<file path="config.mk">
export PLATFORM = sky130hd
export DESIGN_NAME = ifu_inst_queue_flat
export DESIGN_NICKNAME = d
export VERILOG_FILES = /design/src/rtl/ifu_inst_queue_if.sv /design/src/rtl/ifu_inst_queue.sv /design/src/flat_wrapper.sv
export SDC_FILE = /design/constraint.sdc
export NUM_CORES = 1
export LEC_CHECK = 0
export ABC_AREA = 1
export BUFFER_PORTS_ARGS = -buffer_cell sky130_fd_sc_hd__buf_2
export CORE_ASPECT_RATIO = 0.5
export CORE_MARGIN = 2
export CORE_UTILIZATION = 61
export CTS_BUF_LIST = sky130_fd_sc_hd__clkbuf_8
export CTS_CLUSTER_SIZE = 20
export DETAILED_ROUTE_END_ITERATION = 7
export GPL_ROUTABILITY_DRIVEN = 1
export GPL_TIMING_DRIVEN = 0
export PLACE_DENSITY = 0.83
export SLEW_MARGIN = 15
export SYNTH_ARGS = -nofsm -noshare
export SYNTH_HDL_FRONTEND = slang
export SYNTH_SLANG_ARGS = --single-unit
</file>
<file path="constraint.sdc">
create_clock -name clk -period 2.1 [get_ports clk]
set_input_delay 0.42 -clock clk [delete_from_list [all_inputs] [get_ports clk]]
set_output_delay 0.42 -clock clk [all_outputs]
set_load 0.01 [all_outputs]
</file>
<file path="src/rtl/ifu_inst_queue_if.sv">
// ----------------------------------------------------------------------------
// ifu_inst_queue_if -- fetch-to-decode handshake bundle for the instruction
// queue.
//   Fetch side : ifu_valid, ifu_ready, ifu_pc, ifu_inst, ifu_err
//   Decode side: dec_valid, dec_ready, dec_pc, dec_inst, dec_err
// Modports:
//   master -- the surrounding pipeline (drives fetch offers, decode ready)
//   slave  -- the queue itself
// PC width comes from `HiCore_PC_SIZE (defaults to 32 when not set).
// ----------------------------------------------------------------------------
`ifndef HiCore_PC_SIZE
`define HiCore_PC_SIZE 32
`endif

interface ifu_inst_queue_if;
    logic                       ifu_valid;
    logic                       ifu_ready;
    logic [`HiCore_PC_SIZE-1:0] ifu_pc;
    logic [31:0]                ifu_inst;
    logic                       ifu_err;
    logic                       dec_valid;
    logic                       dec_ready;
    logic [`HiCore_PC_SIZE-1:0] dec_pc;
    logic [31:0]                dec_inst;
    logic                       dec_err;

    modport master (
        output ifu_valid, ifu_pc, ifu_inst, ifu_err, dec_ready,
        input  ifu_ready, dec_valid, dec_pc, dec_inst, dec_err
    );

    modport slave (
        input  ifu_valid, ifu_pc, ifu_inst, ifu_err, dec_ready,
        output ifu_ready, dec_valid, dec_pc, dec_inst, dec_err
    );
endinterface

</file>
<file path="src/rtl/ifu_inst_queue.sv">
// ----------------------------------------------------------------------------
// ifu_inst_queue -- circular instruction queue between fetch and decode.
// Each entry holds {pc, inst, err}; entries leave in push order and the head
// entry is presented combinationally to decode.
// Ports:
//   clk       core clock, all state on rising edge
//   rst_n     asynchronous active-low reset (clears pointers, level, storage)
//   flush     discards every entry (and any same-cycle push) on next edge
//   bus       ifu_inst_queue_if.slave: fetch offer / decode head handshake
//   ifq_level current occupancy, 0..DEPTH
// Parameter DEPTH: 2, 4 or 8 entries.
// Optional feature: define HICORE_IFQ_BYPASS_EN to add a zero-latency path
// from fetch straight to decode while the queue is empty.
// ----------------------------------------------------------------------------
`ifndef HiCore_PC_SIZE
`define HiCore_PC_SIZE 32
`endif

module ifu_inst_queue #(
    parameter int DEPTH = 4
) (
    input  logic                         clk,
    input  logic                         rst_n,
    input  logic                         flush,
    ifu_inst_queue_if.slave              bus,
    output logic [$clog2(DEPTH):0]       ifq_level
);
    localparam int PTR_W = $clog2(DEPTH);
    localparam int LVL_W = PTR_W + 1;
    localparam int PC_W  = `HiCore_PC_SIZE;

    logic [PTR_W-1:0] rd_ptr_q, rd_ptr_d;
    logic [PTR_W-1:0] wr_ptr_q, wr_ptr_d;
    logic [LVL_W-1:0] level_q, level_d;
    logic [PC_W-1:0]  pc_q   [DEPTH];
    logic [PC_W-1:0]  pc_d   [DEPTH];
    logic [31:0]      inst_q [DEPTH];
    logic [31:0]      inst_d [DEPTH];
    logic             err_q  [DEPTH];
    logic             err_d  [DEPTH];

    logic empty;
    logic push;
    logic pop;
    logic byp_take;

    function automatic logic [PTR_W-1:0] ptr_inc(input logic [PTR_W-1:0] p);
        return (p == PTR_W'(DEPTH - 1)) ? '0 : p + 1'b1;
    endfunction

    assign empty         = (level_q == '0);
    assign bus.ifu_ready = (level_q < LVL_W'(DEPTH));
    assign ifq_level     = level_q;

`ifdef HICORE_IFQ_BYPASS_EN
    // While empty and not flushing, decode sees the fetch offer directly; a
    // word consumed this way never touches storage.
    logic byp;
    assign byp           = empty && !flush;
    assign bus.dec_valid = byp ? bus.ifu_valid : (!empty && !flush);
    assign bus.dec_pc    = byp ? bus.ifu_pc    : pc_q[rd_ptr_q];
    assign bus.dec_inst  = byp ? bus.ifu_inst  : inst_q[rd_ptr_q];
    assign bus.dec_err   = byp ? bus.ifu_err   : err_q[rd_ptr_q];
    assign byp_take      = byp && bus.ifu_valid && bus.dec_ready;
`else
    assign bus.dec_valid = !empty && !flush;
    assign bus.dec_pc    = pc_q[rd_ptr_q];
    assign bus.dec_inst  = inst_q[rd_ptr_q];
    assign bus.dec_err   = err_q[rd_ptr_q];
    assign byp_take      = 1'b0;
`endif

    // ifu_ready is low at full, so a pop in the same cycle cannot make room.
    assign push = bus.ifu_valid && bus.ifu_ready && !flush && !byp_take;
    // Only a stored head can be popped; a bypassed word is not in storage.
    assign pop  = bus.dec_valid && bus.dec_ready && !empty;

    always_comb begin
        rd_ptr_d = rd_ptr_q;
        wr_ptr_d = wr_ptr_q;
        level_d  = level_q;
        pc_d     = pc_q;
        inst_d   = inst_q;
        err_d    = err_q;
        if (flush) begin
            rd_ptr_d = '0;
            wr_ptr_d = '0;
            level_d  = '0;
        end else begin
            if (push) begin
                pc_d[wr_ptr_q]   = bus.ifu_pc;
                inst_d[wr_ptr_q] = bus.ifu_inst;
                err_d[wr_ptr_q]  = bus.ifu_err;
                wr_ptr_d         = ptr_inc(wr_ptr_q);
            end
            if (pop) begin
                rd_ptr_d = ptr_inc(rd_ptr_q);
            end
            case ({push, pop})
                2'b10:   level_d = level_q + 1'b1;
                2'b01:   level_d = level_q - 1'b1;
                default: level_d = level_q;
            endcase
        end
    end

    always_ff @(posedge clk or negedge rst_n) begin
        if (!rst_n) begin
            rd_ptr_q <= '0;
            wr_ptr_q <= '0;
            level_q  <= '0;
            for (int i = 0; i < DEPTH; i++) begin
                pc_q[i]   <= '0;
                inst_q[i] <= '0;
                err_q[i]  <= 1'b0;
            end
        end else begin
            rd_ptr_q <= rd_ptr_d;
            wr_ptr_q <= wr_ptr_d;
            level_q  <= level_d;
            pc_q     <= pc_d;
            inst_q   <= inst_d;
            err_q    <= err_d;
        end
    end
endmodule

</file>
<file path="src/flat_wrapper.sv">
// flat-port wrapper written by rule: the top's interface ports become plain ports
module ifu_inst_queue_flat 
#(
    parameter int DEPTH = 4
)
  (clk, rst_n, flush, ifq_level, bus_ifu_valid, bus_ifu_pc, bus_ifu_inst, bus_ifu_err, bus_dec_ready, bus_ifu_ready, bus_dec_valid, bus_dec_pc, bus_dec_inst, bus_dec_err);
  ifu_inst_queue_if bus_i ();
  input  logic clk;
  input  logic rst_n;
  input  logic flush;
  output logic [$clog2(DEPTH):0] ifq_level;
  input wire logic [$bits(bus_i.ifu_valid)-1:0] bus_ifu_valid;
  input wire logic [$bits(bus_i.ifu_pc)-1:0] bus_ifu_pc;
  input wire logic [$bits(bus_i.ifu_inst)-1:0] bus_ifu_inst;
  input wire logic [$bits(bus_i.ifu_err)-1:0] bus_ifu_err;
  input wire logic [$bits(bus_i.dec_ready)-1:0] bus_dec_ready;
  output wire logic [$bits(bus_i.ifu_ready)-1:0] bus_ifu_ready;
  output wire logic [$bits(bus_i.dec_valid)-1:0] bus_dec_valid;
  output wire logic [$bits(bus_i.dec_pc)-1:0] bus_dec_pc;
  output wire logic [$bits(bus_i.dec_inst)-1:0] bus_dec_inst;
  output wire logic [$bits(bus_i.dec_err)-1:0] bus_dec_err;
  assign bus_i.ifu_valid = bus_ifu_valid;
  assign bus_i.ifu_pc = bus_ifu_pc;
  assign bus_i.ifu_inst = bus_ifu_inst;
  assign bus_i.ifu_err = bus_ifu_err;
  assign bus_i.dec_ready = bus_dec_ready;
  assign bus_ifu_ready = bus_i.ifu_ready;
  assign bus_dec_valid = bus_i.dec_valid;
  assign bus_dec_pc = bus_i.dec_pc;
  assign bus_dec_inst = bus_i.dec_inst;
  assign bus_dec_err = bus_i.dec_err;
  ifu_inst_queue #(.DEPTH(DEPTH)) u_core (.clk(clk), .rst_n(rst_n), .flush(flush), .bus(bus_i), .ifq_level(ifq_level));
endmodule
</file>
# Word-level counts from Yosys, hierarchy flattened
# Cells that the tools add are included.
# W data, S select, Z words.
# totals
word_cells,67
reg_bits,267
# classes
n_lt_le_gt_ge,4
reduce_logical,13
eq_ne,4
n_bitwise,3
n_addsub,4
muxes,24
# op_table
cell,count
$bwmux W128,2
$mux W32,5
$bmux W32 S2,2
$demux W32 S2,1
$mux W2,6
$eq A2 B2 Y1 const B,3
$ge A3 B3 Y1 const B,2
$logic_and A1 B1 Y1,6
$not A2 Y3,2
$pmux W3 S2,1
$add A2 B1 Y2 const B,2
$bwmux W4,1
$reduce_bool A2 Y1,2
$add A3 B1 Y3 const B,1
$logic_not A3 Y1,1
$lt A3 B1 Y1 const B,1
$lt A3 B3 Y1 const B,1
$mux W1,3
$mux W3,1
$reduce_bool A3 Y1,1
$sub A3 B1 Y3 const B,1
$bmux W1 S2,1
$demux W1 S2,1
$eq A2 B1 Y1 const B,1
other kinds (3),4

# Logic depth before layout (Yosys ltp)
# logic_depth
ltp_word,8
ltp_mapped,9
depth_no_buf,9

# Least setup slack after synthesis
# OpenSTA, ideal clock, no wires.
# synth_path
path_type,register to output
start,register u_core.rd_ptr_q[0]
end,output bus_dec_err
slack_ps,449
path_buffers,3
t_arrival_ps,1231
required_ps,1680
path_stages_with_launch,7
path_cell_list,dfrtp_1 -> buf_4 -> inv_2 -> buf_6 -> buf_2 -> nor2_1 -> o22ai_1
# synth_via
elab_chain_len,4
# synth_lines
element,line,rtl
"start, declared",ifu_inst_queue.sv:32,"logic [PTR_W-1:0] rd_ptr_q, rd_ptr_d;"
"start signal, assigned",ifu_inst_queue.sv:118,rd_ptr_q <= rd_ptr_d;
$not A2 Y3 (not written as such),ifu_inst_queue.sv:69,assign bus.dec_err = err_q[rd_ptr_q];
$bmux W1 S2,ifu_inst_queue.sv:69,
$mux W1 (not written as such) (2 in a row),ifu_inst_queue.sv:69,
"end, declared",flat_wrapper.sv:21,output wire logic [$bits(bus_i.dec_err)-1:0] bus_dec_err;
# Every way passes these cells. The select of a mux whose other input is x is not followed.

# Worst setup path after layout
# layout_path
start,register u_core.rd_ptr_q[0]
end,output bus_dec_inst[13]
# layout_via
elab_chain_len,4
# layout_lines
element,line,rtl
$not A2 Y3 (not written as such),ifu_inst_queue.sv:68,assign bus.dec_inst = inst_q[rd_ptr_q];
$bmux W32 S2,ifu_inst_queue.sv:68,
$mux W32 (not written as such) (2 in a row),ifu_inst_queue.sv:68,
"end, declared",flat_wrapper.sv:20,output wire logic [$bits(bus_i.dec_inst)-1:0] bus_dec_inst;
# Every way passes these cells. The select of a mux whose other input is x is not followed.

==> flow_summary_export.csv <==
group,metric,value,unit
finish,post-route-util,79.3,%
worst_setup_path,start_kind,"flip-flop",
timing,worst_slack,-0.395,ns
timing,relSlewSlack,46.3,%
yosys,yosysTopAreaCell,"dfrtp_1",
yosys,ys_types,23,
clock_network,clock_sinks,267,
floorplan,top_level_ports,140,
finish,multi_input_area,5140,um^2
clock_network,numCtsBuffers,39,
run_status,violations,"negative setup slack",
power_and_ir_drop,leakage,0.00764,uW
routing,vias_per_cell,6.43,
placement,globalplace.congestion,0.886,
grt,grt-ovfl-total,0,
clock_network,h-tree-depth,2,
floorplan,initial_core_util,62.2,%
worst_setup_path,crit_path_end_kind,"primary output",
power_and_ir_drop,power,25000,uW
finish,drive_gt1_share,34.3,%
clock_network,cts_tree,"yes",
worst_setup_path,cpMostUsedCell,"buf_4",
finish,fillers,1075,
worst_setup_path,cpLargestDelayFamily,"buffers and inverters",
worst_setup_path,crit_required,1.68,ns
worst_setup_path,slowest_stage,"dfrtp_2",
yosys,netlist_instances,1329,
routing,drt-initial-drc-count,1566,
yosys,yosys_warnings,0,
timing,tightest_slew,0.806,ns
yosys,synth_top_flop_cell,"dfrtp_1",
floorplan,die_width,204,um
routing,drtAntennaViolNets,0,
finish,areaGrowthSynthToFinish,27.3,%
worst_setup_path,cpPeakStageDelay,0.45,ns
grt,grt_pass1_vias,11085,
worst_setup_path,cp_cell_sequence,"buf_4 -> buf_4 -> clkbuf_4 -> o21ai_1 -> o22ai_1 -> buf_2",
yosys,synthesis.area,12100,um^2
timing,finalHoldViolCount,0,
clock_network,clk_path_buf_depth,3,
grt,grt_first_pass_wirelength,58.5,mm
worst_setup_path,cp_num_buf_inv,4,
yosys,synth_edf_count,0,
floorplan,dieArea,21100,um^2
yosys,ys_async_sr_fraction,100,%
routing,drt-total-wl,42.0,mm
yosys,synthTopCellsByCount,"nand2_1, dfrtp_1, o21ai_0",
placement,dp_hpwl,23.5,mm
grt,antenna_found_initial,0,
timing,final.setup.tns,-16.82,ns
routing,vias,11755,
yosys,synth.area.top_cells,"dfrtp_1, o21ai_0, nand2_1",
grt,grt_max_degree,109,
routing,drtPass1Iterations,7,
grt,track_usage,35.4,%
timing,rsz0062_at_grt,"yes",
timing,hold_ws,0.163,ns
worst_hold_path,worstHoldPathType,"in -> reg",
clock_network,clockRootBuffer,"clkbuf_8",
worst_setup_path,path_class,"reg -> out",
finish,final_nets,1608,
run_status,status,"complete, but fails checks",
yosys,avgSynthCellArea,9.13,um^2
routing,drc,0,
power_and_ir_drop,vdd_ir_drop_max,0.663,mV
timing,slew_viol_final,0,
yosys,ys_seq_area_share,55.0,%
yosys,synth_top_area_share,55.0,%
clock_network,clk_latency,0.57,ns
floorplan,die_h,104,um
yosys,syn_nets,1405,
power_and_ir_drop,p_per_area,1610,nW/um^2
worst_setup_path,crit_fanout,10,
clock_network,clk_pin_slew,0.07,ns
timing,min_period,2.49,ns
timing,skew,0.0324,ns
timing,max_freq,0.401,GHz
placement,placedInstanceArea,13200,um^2
timing,setup_viol,65,
run,cap_violations,0,
yosys,yosysMostFrequentCell,"nand2_1",
finish,postLayoutCellArea,15500,um^2
floorplan,core_area,19500,um^2
floorplan,rows,36,
worst_setup_path,arrival,2.07,ns
routing,wire_per_inst,23.0,um
placement,io_buffers,139,
finish,register_area,6680,um^2
timing,min_period_over_period,119,%
yosys,synth-seq-cells,267,
[cells in the final DEF (no fill, tap or decap), drive strengths merged]
cell / netlist / routed
buf: 56 / 217
fa: 1 / 1
dlygate4sd3: 0 / 1
o31ai: 1 / 1
clkinv: 0 / 5
diode: 0 / 1
inv: 74 / 87
nand2: 282 / 282
dfrtp: 267 / 267
o21ai: 393 / 393
nor2: 133 / 133
a21oi: 2 / 2
o22ai: 65 / 65
clkinvlp: 0 / 1
nand4: 1 / 1
clkbuf: 42 / 93
ha: 5 / 5
nand3: 7 / 7
[tightest hold or removal path, stage by stage]
cell and delay [ns]:
buf_2 0.07, inv_1 0.07, o21ai_2 0.13
[cells by family after synthesis]
family          Yosys count  synth area share [%]
compound gates          461                  22.4
simple gates            423                  13.7
flops                   267                  55.0
buf+inv                 172                  8.17
fa+ha+maj                 6                 0.680
[sequential cells by signal, indices dropped and copies added, names as in the netlist]
name / count
u_core.inst_q: 128
u_core.pc_q: 128
u_core.err_q: 4
u_core.ifq_level: 3
u_core.rd_ptr_q: 2
u_core.wr_ptr_q: 2
[area by class of cell]
type / instances / share of cell area, %
buffer: 97 / 6.82
multi-input combinational: 890 / 33.3
antenna: 1 / 0.0162
sequential: 267 / 43.2
inverter: 74 / 1.88
tap: 266 / 2.15
clock buffer: 51 / 4.54
clock inverter: 19 / 0.550
timing repair buffer: 163 / 7.52
[report_power, final]
group,leakage [uW],switching [uW],total (uW),internal (uW)
Combinational,0.00374,6580,11400,4790
Sequential,0.00344,1750,9250,7510
Clock,0.000456,2150,4330,2190
Total,0.00764,10500,25000,14500
[what timing repair did]
action,4_1_cts,5_1_grt
hold buffers,1,0
endpoints found under the setup margin,65,65
cloned,2,10
pin swaps,25,44
resized for setup,152,228
endpoints found under the hold margin,74,0
buffers inserted,8,1
[path summary, 6_finish.rpt]
check,endpoint,startpoint,slack [ns],cells after the start
min,u_core.pc_q[16],bus_ifu_pc[16],0.16,3
max in group asynchronous,u_core.pc_q[28],rst_n,0.74,3
min reg2reg,u_core.inst_q[123],u_core.inst_q[123],0.48,2
min in group asynchronous,u_core.ifq_level[0],rst_n,0.43,2
max,bus_dec_inst[13],u_core.rd_ptr_q[0],-0.39,6
max reg2reg,u_core.pc_q[101],u_core.wr_ptr_q[0],0.17,5
[metrics by stage]
stage                     worst slack, ns  std cells
final                              -0.395       1828
after global routing               -0.411       1827
after CTS                          -0.259       1816
after detailed placement           -0.334       1736
after global placement              -3.96       1734
after floorplan                     0.449       1329
[per-layer routing]
layer / wire, um / GRT usage, % / up-vias / share of wire [%]
li1: - / - / 4839 / -
met1: 15400 / 48.4 / 5685 / 37
met2: 19100 / 56.2 / 993 / 46
met3: 5300 / 7.65 / 238 / 13
met4: 2200 / 13.1 / 0 / 5.2
met5: 0 / 0 / - / 0
(Power assumes the default switching activity.)
